## config.mk

```make
export PLATFORM = sky130hd
export DESIGN_NAME = bus_sequencer_flat
export DESIGN_NICKNAME = d
export VERILOG_FILES = /design/src/rtl/bus_seq_pkg.sv /design/src/rtl/bus_sequencer_if.sv /design/src/rtl/bus_seq_decode.sv /design/src/rtl/bus_sequencer.sv /design/src/flat_wrapper.sv
export SDC_FILE = /design/constraint.sdc
export NUM_CORES = 1
export LEC_CHECK = 0
export CORE_MARGIN = 10
export CORE_UTILIZATION = 30
export DETAILED_ROUTE_END_ITERATION = 12
export SKIP_LAST_GASP = 1
export SLEW_MARGIN = 20
export SYNTH_ARGS = -nofsm -noshare
export SYNTH_HDL_FRONTEND = slang
export SYNTH_HIERARCHICAL = 1
export SYNTH_SLANG_ARGS = --single-unit
export TNS_END_PERCENT = 50
```

## constraint.sdc

```tcl
create_clock -name clk -period 1.88 [get_ports clk]
set_input_delay 0.376 -clock clk [delete_from_list [all_inputs] [get_ports clk]]
set_output_delay 0.376 -clock clk [all_outputs]
set_load 0.03 [all_outputs]
```

## src/rtl/bus_seq_pkg.sv

```systemverilog
// Shared definitions for the single-bus microcode sequencer: opcodes, states,
// instruction field positions and the one-bus-driver check.
package bus_seq_pkg;

  localparam int OPC_LSB   = 12;
  localparam int ALUOP_LSB = 9;
  localparam int RD_LSB    = 7;
  localparam int RS_LSB    = 5;
  localparam int RT_LSB    = 3;

  localparam logic [3:0] OP_NOP  = 4'd0;
  localparam logic [3:0] OP_MOV  = 4'd1;
  localparam logic [3:0] OP_ALU  = 4'd2;
  localparam logic [3:0] OP_RDPC = 4'd3;

  typedef enum logic [2:0] {
    S_IDLE = 3'd0,
    S_MOV0 = 3'd1,
    S_ALU0 = 3'd2,
    S_ALU1 = 3'd3,
    S_ALU2 = 3'd4,
    S_ALU3 = 3'd5,
    S_PC0  = 3'd6
  } state_t;

  // ok is high when at most one bit of the driver-enable vector is set
  task automatic check_one_driver(input logic [15:0] drivers, output logic ok);
    ok = ((drivers & (drivers - 16'd1)) == 16'd0);
  endtask

endpackage

```

## src/rtl/bus_sequencer_if.sv

```systemverilog
// Instruction handshake plus every datapath control line of the sequencer.
interface bus_sequencer_if #(
  parameter int INSTR_W = 16,
  parameter int NREG    = 4
);
  logic [INSTR_W-1:0] instr;
  logic               instr_valid;
  logic               instr_ready;
  logic [2:0]         opControl;
  logic               ALUin0;
  logic               ALUin1;
  logic               ALUOutLatch;
  logic               ALUOutEn;
  logic               PCOutEn;
  logic [NREG-1:0]    r_latch;
  logic [NREG-1:0]    r_out;
  logic               done;
  logic               err;
  logic [15:0]        retired;

  modport slave (
    input  instr, instr_valid,
    output instr_ready, opControl, ALUin0, ALUin1, ALUOutLatch, ALUOutEn,
           PCOutEn, r_latch, r_out, done, err, retired
  );

  modport master (
    output instr, instr_valid,
    input  instr_ready, opControl, ALUin0, ALUin1, ALUOutLatch, ALUOutEn,
           PCOutEn, r_latch, r_out, done, err, retired
  );
endinterface

```

## src/rtl/bus_seq_decode.sv

```systemverilog
// Moore decode of sequencer state plus captured fields into bus controls.
module bus_seq_decode
  import bus_seq_pkg::*;
#(
  parameter int NREG = 4
) (
  input  state_t          state,
  input  logic [2:0]      aluop,
  input  logic [1:0]      rd,
  input  logic [1:0]      rs,
  input  logic [1:0]      rt,
  output logic [2:0]      opControl,
  output logic            ALUin0,
  output logic            ALUin1,
  output logic            ALUOutLatch,
  output logic            ALUOutEn,
  output logic            PCOutEn,
  output logic [NREG-1:0] r_latch,
  output logic [NREG-1:0] r_out
);
  logic [NREG-1:0] sel_rd, sel_rs, sel_rt;

  for (genvar i = 0; i < NREG; i++) begin : g_sel
    assign sel_rd[i] = (rd == 2'(i));
    assign sel_rs[i] = (rs == 2'(i));
    assign sel_rt[i] = (rt == 2'(i));
  end

  always_comb begin
    opControl   = 3'b000;
    ALUin0      = 1'b0;
    ALUin1      = 1'b0;
    ALUOutLatch = 1'b0;
    ALUOutEn    = 1'b0;
    PCOutEn     = 1'b0;
    r_latch     = '0;
    r_out       = '0;
    case (state)
      S_MOV0: begin r_out = sel_rs; r_latch = sel_rd; end
      S_ALU0: begin r_out = sel_rs; ALUin0 = 1'b1; opControl = aluop; end
      S_ALU1: begin r_out = sel_rt; ALUin1 = 1'b1; opControl = aluop; end
      S_ALU2: begin ALUOutLatch = 1'b1; opControl = aluop; end
      S_ALU3: begin ALUOutEn = 1'b1; r_latch = sel_rd; opControl = aluop; end
      S_PC0:  begin PCOutEn = 1'b1; r_latch = sel_rd; end
      default: ;
    endcase
  end
endmodule

```

## src/rtl/bus_sequencer.sv

```systemverilog
// Microcode sequencer: accepts one instruction per handshake and walks the
// shared bus through its transfer steps, then pulses done (and err if illegal).
module bus_sequencer
  import bus_seq_pkg::*;
#(
  parameter int INSTR_W = 16,
  parameter int NREG    = 4
) (
  input  logic           clk,
  input  logic           rst,
  bus_sequencer_if.slave bif
);
  state_t      state, state_nx;
  logic [2:0]  aluop_q;
  logic [1:0]  rd_q, rs_q, rt_q;
  logic        done_q, err_q, done_nx, err_nx;
  logic [15:0] retired_q;
  logic        accept;
  logic [3:0]  opcode;
  logic        unused_bits;

  assign opcode      = bif.instr[OPC_LSB +: 4];
  assign unused_bits = ^bif.instr[2:0];
  assign bif.instr_ready = (state == S_IDLE);
  assign accept      = bif.instr_valid && (state == S_IDLE);

  always_comb begin
    state_nx = state;
    done_nx  = 1'b0;
    err_nx   = 1'b0;
    case (state)
      S_IDLE: if (accept) begin
        case (opcode)
          OP_MOV:  state_nx = S_MOV0;
          OP_ALU:  state_nx = S_ALU0;
          OP_RDPC: state_nx = S_PC0;
          OP_NOP:  done_nx  = 1'b1;
          default: begin done_nx = 1'b1; err_nx = 1'b1; end
        endcase
      end
      S_ALU0: state_nx = S_ALU1;
      S_ALU1: state_nx = S_ALU2;
      S_ALU2: state_nx = S_ALU3;
      S_MOV0, S_PC0, S_ALU3: begin
        state_nx = S_IDLE;
        done_nx  = 1'b1;
      end
      default: state_nx = S_IDLE;
    endcase
  end

  always_ff @(posedge clk) begin
    if (rst) begin
      state     <= S_IDLE;
      done_q    <= 1'b0;
      err_q     <= 1'b0;
      retired_q <= 16'd0;
      aluop_q   <= 3'd0;
      rd_q      <= 2'd0;
      rs_q      <= 2'd0;
      rt_q      <= 2'd0;
    end else begin
      state  <= state_nx;
      done_q <= done_nx;
      err_q  <= err_nx;
      if (done_nx) retired_q <= retired_q + 16'd1;
      // fields are held here so the requester may change instr after accept
      if (accept) begin
        aluop_q <= bif.instr[ALUOP_LSB +: 3];
        rd_q    <= bif.instr[RD_LSB +: 2];
        rs_q    <= bif.instr[RS_LSB +: 2];
        rt_q    <= bif.instr[RT_LSB +: 2];
      end
    end
  end

  assign bif.done    = done_q;
  assign bif.err     = err_q;
  assign bif.retired = retired_q;

  bus_seq_decode #(.NREG(NREG)) u_decode (
    .state       (state),
    .aluop       (aluop_q),
    .rd          (rd_q),
    .rs          (rs_q),
    .rt          (rt_q),
    .opControl   (bif.opControl),
    .ALUin0      (bif.ALUin0),
    .ALUin1      (bif.ALUin1),
    .ALUOutLatch (bif.ALUOutLatch),
    .ALUOutEn    (bif.ALUOutEn),
    .PCOutEn     (bif.PCOutEn),
    .r_latch     (bif.r_latch),
    .r_out       (bif.r_out)
  );
endmodule

```

## src/flat_wrapper.sv

```systemverilog
// flat-port wrapper written by rule: the top's interface ports become plain ports
module bus_sequencer_flat import bus_seq_pkg::*;
#(
  parameter int INSTR_W = 16,
  parameter int NREG    = 4
)
  (clk, rst, bif_instr, bif_instr_valid, bif_instr_ready, bif_opControl, bif_ALUin0, bif_ALUin1, bif_ALUOutLatch, bif_ALUOutEn, bif_PCOutEn, bif_r_latch, bif_r_out, bif_done, bif_err, bif_retired);
  bus_sequencer_if #(.INSTR_W(INSTR_W), .NREG(NREG)) bif_i ();
  input  logic clk;
  input  logic rst;
  input wire logic [$bits(bif_i.instr)-1:0] bif_instr;
  input wire logic [$bits(bif_i.instr_valid)-1:0] bif_instr_valid;
  output wire logic [$bits(bif_i.instr_ready)-1:0] bif_instr_ready;
  output wire logic [$bits(bif_i.opControl)-1:0] bif_opControl;
  output wire logic [$bits(bif_i.ALUin0)-1:0] bif_ALUin0;
  output wire logic [$bits(bif_i.ALUin1)-1:0] bif_ALUin1;
  output wire logic [$bits(bif_i.ALUOutLatch)-1:0] bif_ALUOutLatch;
  output wire logic [$bits(bif_i.ALUOutEn)-1:0] bif_ALUOutEn;
  output wire logic [$bits(bif_i.PCOutEn)-1:0] bif_PCOutEn;
  output wire logic [$bits(bif_i.r_latch)-1:0] bif_r_latch;
  output wire logic [$bits(bif_i.r_out)-1:0] bif_r_out;
  output wire logic [$bits(bif_i.done)-1:0] bif_done;
  output wire logic [$bits(bif_i.err)-1:0] bif_err;
  output wire logic [$bits(bif_i.retired)-1:0] bif_retired;
  assign bif_i.instr = bif_instr;
  assign bif_i.instr_valid = bif_instr_valid;
  assign bif_instr_ready = bif_i.instr_ready;
  assign bif_opControl = bif_i.opControl;
  assign bif_ALUin0 = bif_i.ALUin0;
  assign bif_ALUin1 = bif_i.ALUin1;
  assign bif_ALUOutLatch = bif_i.ALUOutLatch;
  assign bif_ALUOutEn = bif_i.ALUOutEn;
  assign bif_PCOutEn = bif_i.PCOutEn;
  assign bif_r_latch = bif_i.r_latch;
  assign bif_r_out = bif_i.r_out;
  assign bif_done = bif_i.done;
  assign bif_err = bif_i.err;
  assign bif_retired = bif_i.retired;
  bus_sequencer #(.INSTR_W(INSTR_W), .NREG(NREG)) u_core (.clk(clk), .rst(rst), .bif(bif_i));
endmodule
```

# Word level (Yosys, flattened, before mapping)
# Cells that the tools add are included.
[totals]
regBits = 30
input_bits = 19
out_inout_bits = 35
wordCells = 59
[classes]
n_addsub = 1
n_eq_ne = 20
mux = 15
bitwise = 2
reduce_logical = 13
[op_table]
columns = ["cell", "n"]
rows = [
  ["adder 16 x 1 -> 16 bit (second input constant)", 1],
  ["== test 2 bit (second input constant)", 6],
  ["one-hot mux 3 bit (4 select lines)", 1],
  ["== test 3 bit (second input constant)", 3],
  ["one-hot mux 3 bit (3 select lines)", 1],
  ["OR reduction 3 bit", 3],
  ["== test 4 x 2 -> 1 bit (second input constant)", 2],
  ["2-to-1 mux 1 bit", 8],
  ["one-hot mux 4 bit (2 select lines)", 1],
  ["OR reduction 4 bit", 2],
  ["== test 2 x 1 -> 1 bit (second input constant)", 3],
  ["== test 3 x 2 -> 1 bit (second input constant)", 2],
  ["logical NOT 2 bit", 3],
  ["2-to-1 mux 3 bit", 2],
  ["== test 4 x 1 -> 1 bit (second input constant)", 1],
  ["logical NOT 4 bit", 1],
  ["2-to-1 mux 4 bit", 1],
  ["!= test 4 x 1 -> 1 bit (second input constant)", 1],
  ["== test 3 x 1 -> 1 bit (second input constant)", 1],
  ["logical NOT 3 bit", 1],
  ["!= test 2 x 1 -> 1 bit (second input constant)", 1],
  ["inverter 1 bit", 2],
  ["one-hot mux 1 bit (2 select lines)", 1],
  ["AND reduction 2 bit", 1],
  ["other kinds (2)", 2],
]

# Logic depth before layout (Yosys ltp)
[logic_depth]
depth_word = 5
depth_mapped = 6
mapped_depth_nobuf = 5

# Hierarchy
# Netlist, hierarchy kept.
[by_module_without_submodules]
columns = ["mod", "instances", "cells_per_inst", "area_each_um2"]
rows = [
  ["bus_sequencer", 1, 153, 1290.0],
  ["bus_seq_decode", 1, 32, 220.2],
]

# Least setup slack after synthesis
# No wires, ideal clock.
[synth_timing]
path_kind = "flip-flop to output port"
startpoint = "reg u_core.state[1]"
endpoint = "out bif_r_latch[1]"
arrival_time_ns = 1.761
slack_ns = -0.257
stages_incl_launch_ff = 5
path_buffers = 1
cell_sequence = "dfxtp_1 buf_4 and3b_2 a21oi_2 nor3b_1"
[synth_between]
elab_chain_len = 3
elab_cells_between_ends = 5
cone_classes = "3 x eq/ne; 1 x mux; 1 x reduce/logical"
[synth_lines]
columns = ["element", "line_no", "rtl"]
rows = [
  ["start: declaration", "bus_sequencer.sv:13", "state_t state, state_nx;"],
  ["start signal: assignment", "bus_sequencer.sv:63", "state <= state_nx;"],
  ["== test 3 x 1 -> 1 bit or == test 3 bit (tied branches)", "bus_seq_decode.sv:38", "case (state)"],
  ["OR reduction 3 bit (no source line) *", "-", ""],
  ["2-to-1 mux 4 bit *", "bus_seq_decode.sv:38", ""],
  ["end: declaration", "flat_wrapper.sv:20", "output wire logic [$bits(bif_i.r_latch)-1:0] bif_r_latch;"],
]
# Every way passes the cells marked *; elsewhere a longest branch is shown, timed or not.

# Worst setup path after layout
[layout_timing]
startpoint = "reg u_core.state[1]"
endpoint = "out bif_r_latch[3]"
# The elaborated chain is that of the path after synthesis.

==> reports/metrics.cfg <==
[power_and_ir_drop]
p_leak_uw = 0.000948
irDropWorstVdd_v = 0.000576
power_density_nw_per_um2 = 601
finalPower_uw = 1420

[hold_path]
min_path_type = reg2reg

[final_layout]
drive_above_1_share = 0.255
nets = 279
multiInputGateArea_um2 = 910
layout_common_cells = buf_4, clkdlybuf4s50_1, dfxtp_1
antenna_cells = 0
fillers = 508
layout_commonest_cell = buf_4
layout-area-overhead-vs-synth_pct = 56.9
regArea_um2 = 609
fin_area_um2 = 2370

[synth]
synthesis.nets = 205
yosys.area.top_type_share = 0.398
synth_ff_type = dfxtp_1
synthTopCellsByArea = dfxtp_1, xor2_1, nand2_1
synth_edf_count = 0
yosysTopAreaCell = dfxtp_1
avgSynthCellArea_um2 = 8.16
ys_seq_area_frac = 0.398
synth_cell_type_count = 43
ys_ff_latch = 30
synth_area_um2 = 1510
syn_inst = 185
synth_warnings = 6
async_flop_share = 0

[clock_network]
htreeDepth = 2
tritoncts = built
holdBufCountCts = 0
clock_path_buffers = 2
cts_made_buffers = 5
cts_sinks = 30
worstSkewPairLatency_ns = 0.28
cts_root_buffer = clkbuf_8
clk_pin_slew_ns = 0.06

[outcome]
status = completed

[critical_path]
critPathKind = reg2out
crit_top_cell = buf_6
crit_chain = buf_6, and3b_2, a21oi_4, and3b_1, buf_6
crit_path_start_kind = register
cp-end-kind = output pin
arrival_ns = 1.50
critical-path-max-stage-delay_ns = 0.38
cp_max_fo = 6
critPathBufInv = 2
cp.required_ns = 1.50
path_delay_family = simple AND/OR/NAND/NOR gates
cp_slowest_cell = dfxtp_4

[floorplan]
coreArea_um2 = 4790
start_util = 0.316
die_h_um = 91.0
die_x_um = 91.0
die_area_um2 = 8270
rows = 25
io_pins = 54

[timing]
setup_viol = 0
timing.final.crit_share = 0.996
slew-limit-headroom = 0.752
hold_viol = 0
rsz0062_at_grt = yes
worst_pin_slew_ns = 0.373
skew_ns = 0.00545
finalCriticalPeriod_ns = 1.87
hold-worst-slack_ns = 0.451
drv_slew = 0
fmax_ghz = 0.534

[placement]
place_area_um2 = 2150
gp_congestion = 0.783
place.detailed.hpwl_um = 3300
portBuffers = 50

[route]
drc = 0
drt-total-wl_um = 4550
first_pass_iters = 4
vias = 1560
vias_per_cell = 4.79
wl_per_cell_um = 14.0
drtIter0Drc = 52
ant_nets = 0

[grt]
grt_pass1_wl_um = 7460
grt_overflow_total = 0
grt_pass1_vias = 1593
grt_max_degree = 18
track_usage = 0.108
antenna_found_initial = 0

[run]
drv_cap = 0

-- registers in the layout (all words and copies together), names as in the netlist --
name,cells
u_core/rd_q,2
u_core/bif.done,1
u_core/bif.retired,16
u_core/bif.err,1
u_core/rs_q,2
u_core/state,3
u_core/aluop_q,3
u_core/rt_q,2
-- cell families after synthesis --
| logic type | count (synthesis) | share of synthesized area |
|---|---|---|
| AND/OR/NAND/NOR | 86 | 0.289 |
| AO/OA/AOI/OAI | 39 | 0.162 |
| flip-flops | 30 | 0.398 |
| buffers and inverters | 14 | 0.0456 |
| XOR/XNOR | 13 | 0.0754 |
| multiplexers | 2 | 0.0215 |
| adder cells (fa/ha/maj) | 1 | 0.00828 |
-- metal layers --
metal,share of wire,global-route usage
met1,0.45,0.120
met2,0.46,0.175
met4,0.011,0.0444
met5,0,0
met3,0.078,0.0469
-- path summary, 6_finish.rpt --
check                         start                     end  slack (ns)  depth (start not counted)
hold reg to reg   u_core/aluop_q[1]       u_core/aluop_q[1]        0.45                          2
setup reg to reg    u_core/state[1]  u_core/bif.retired[11]        0.16                          8
setup / recovery    u_core/state[1]          bif_r_latch[3]       0.008                          5
hold / removal    u_core/aluop_q[1]       u_core/aluop_q[1]        0.45                          2
-- worst register-to-register path, stage by stage (launching register included) --
cell,delay (ns)
dfxtp_4,0.41
buf_4,0.14
buf_4,0.13
nand2_2,0.07
mux2i_4,0.27
buf_4,0.21
o2111ai_1,0.14
xor2_1,0.17
nor2_1,0.11
-- final cells by class --
cell class | instances | area share
clock buffer | 5 | 0.0290
timing repair buffer | 76 | 0.282
inverter | 5 | 0.00792
sequential | 30 | 0.257
clock inverter | 2 | 0.00422
multi-input combinational | 141 | 0.384
tap | 67 | 0.0354
-- through the flow --
step	setup slack, ns	setup TNS (ns)	util	cells
2_1_floorplan	-0.257	-1.04	-	185
3_3_place_gp	-0.259	-2.24	0.449	311
3_5_place_dp	-0.303	-2.70	0.449	311
4_1_cts	-0.0586	-0.0859	0.478	323
5_1_grt	-0.0692	-0.337	0.495	326
6_report	0.00758	0	0.495	326
-- synthesized netlist by cell type, types with 3 or more instances --
| library cell | instances |
|---|---|
| nor3b_1 | 3 |
| nor2_1 | 20 |
| nor3_1 | 9 |
| nand2_1 | 23 |
| xor2_1 | 11 |
| o211ai_1 | 5 |
| and2_1 | 5 |
| inv_1 | 5 |
| o21ai_0 | 9 |
| nand4_1 | 6 |
| or3_1 | 3 |
| a21oi_1 | 14 |
| dfxtp_1 | 30 |
| nand3_1 | 3 |
| buf_2 | 4 |
-- report_power, final --
group / internal (uW) / leakage [uW] / total [uW] / switching (uW)
Combinational: 125 / 0.000659 / 261 / 137
Sequential: 660 / 0.000246 / 685 / 25.8
Clock: 247 / 0.0000438 / 477 / 229
Total: 1030 / 0.000948 / 1420 / 392
-- what timing repair did --
item | CTS | global route
pin swaps | 1 | 3
setup buffers | 5 | 3
resized for setup | 8 | 11
endpoints found under the setup margin | 10 | 23
No activity file was read; power rests on OpenSTA's default activity.
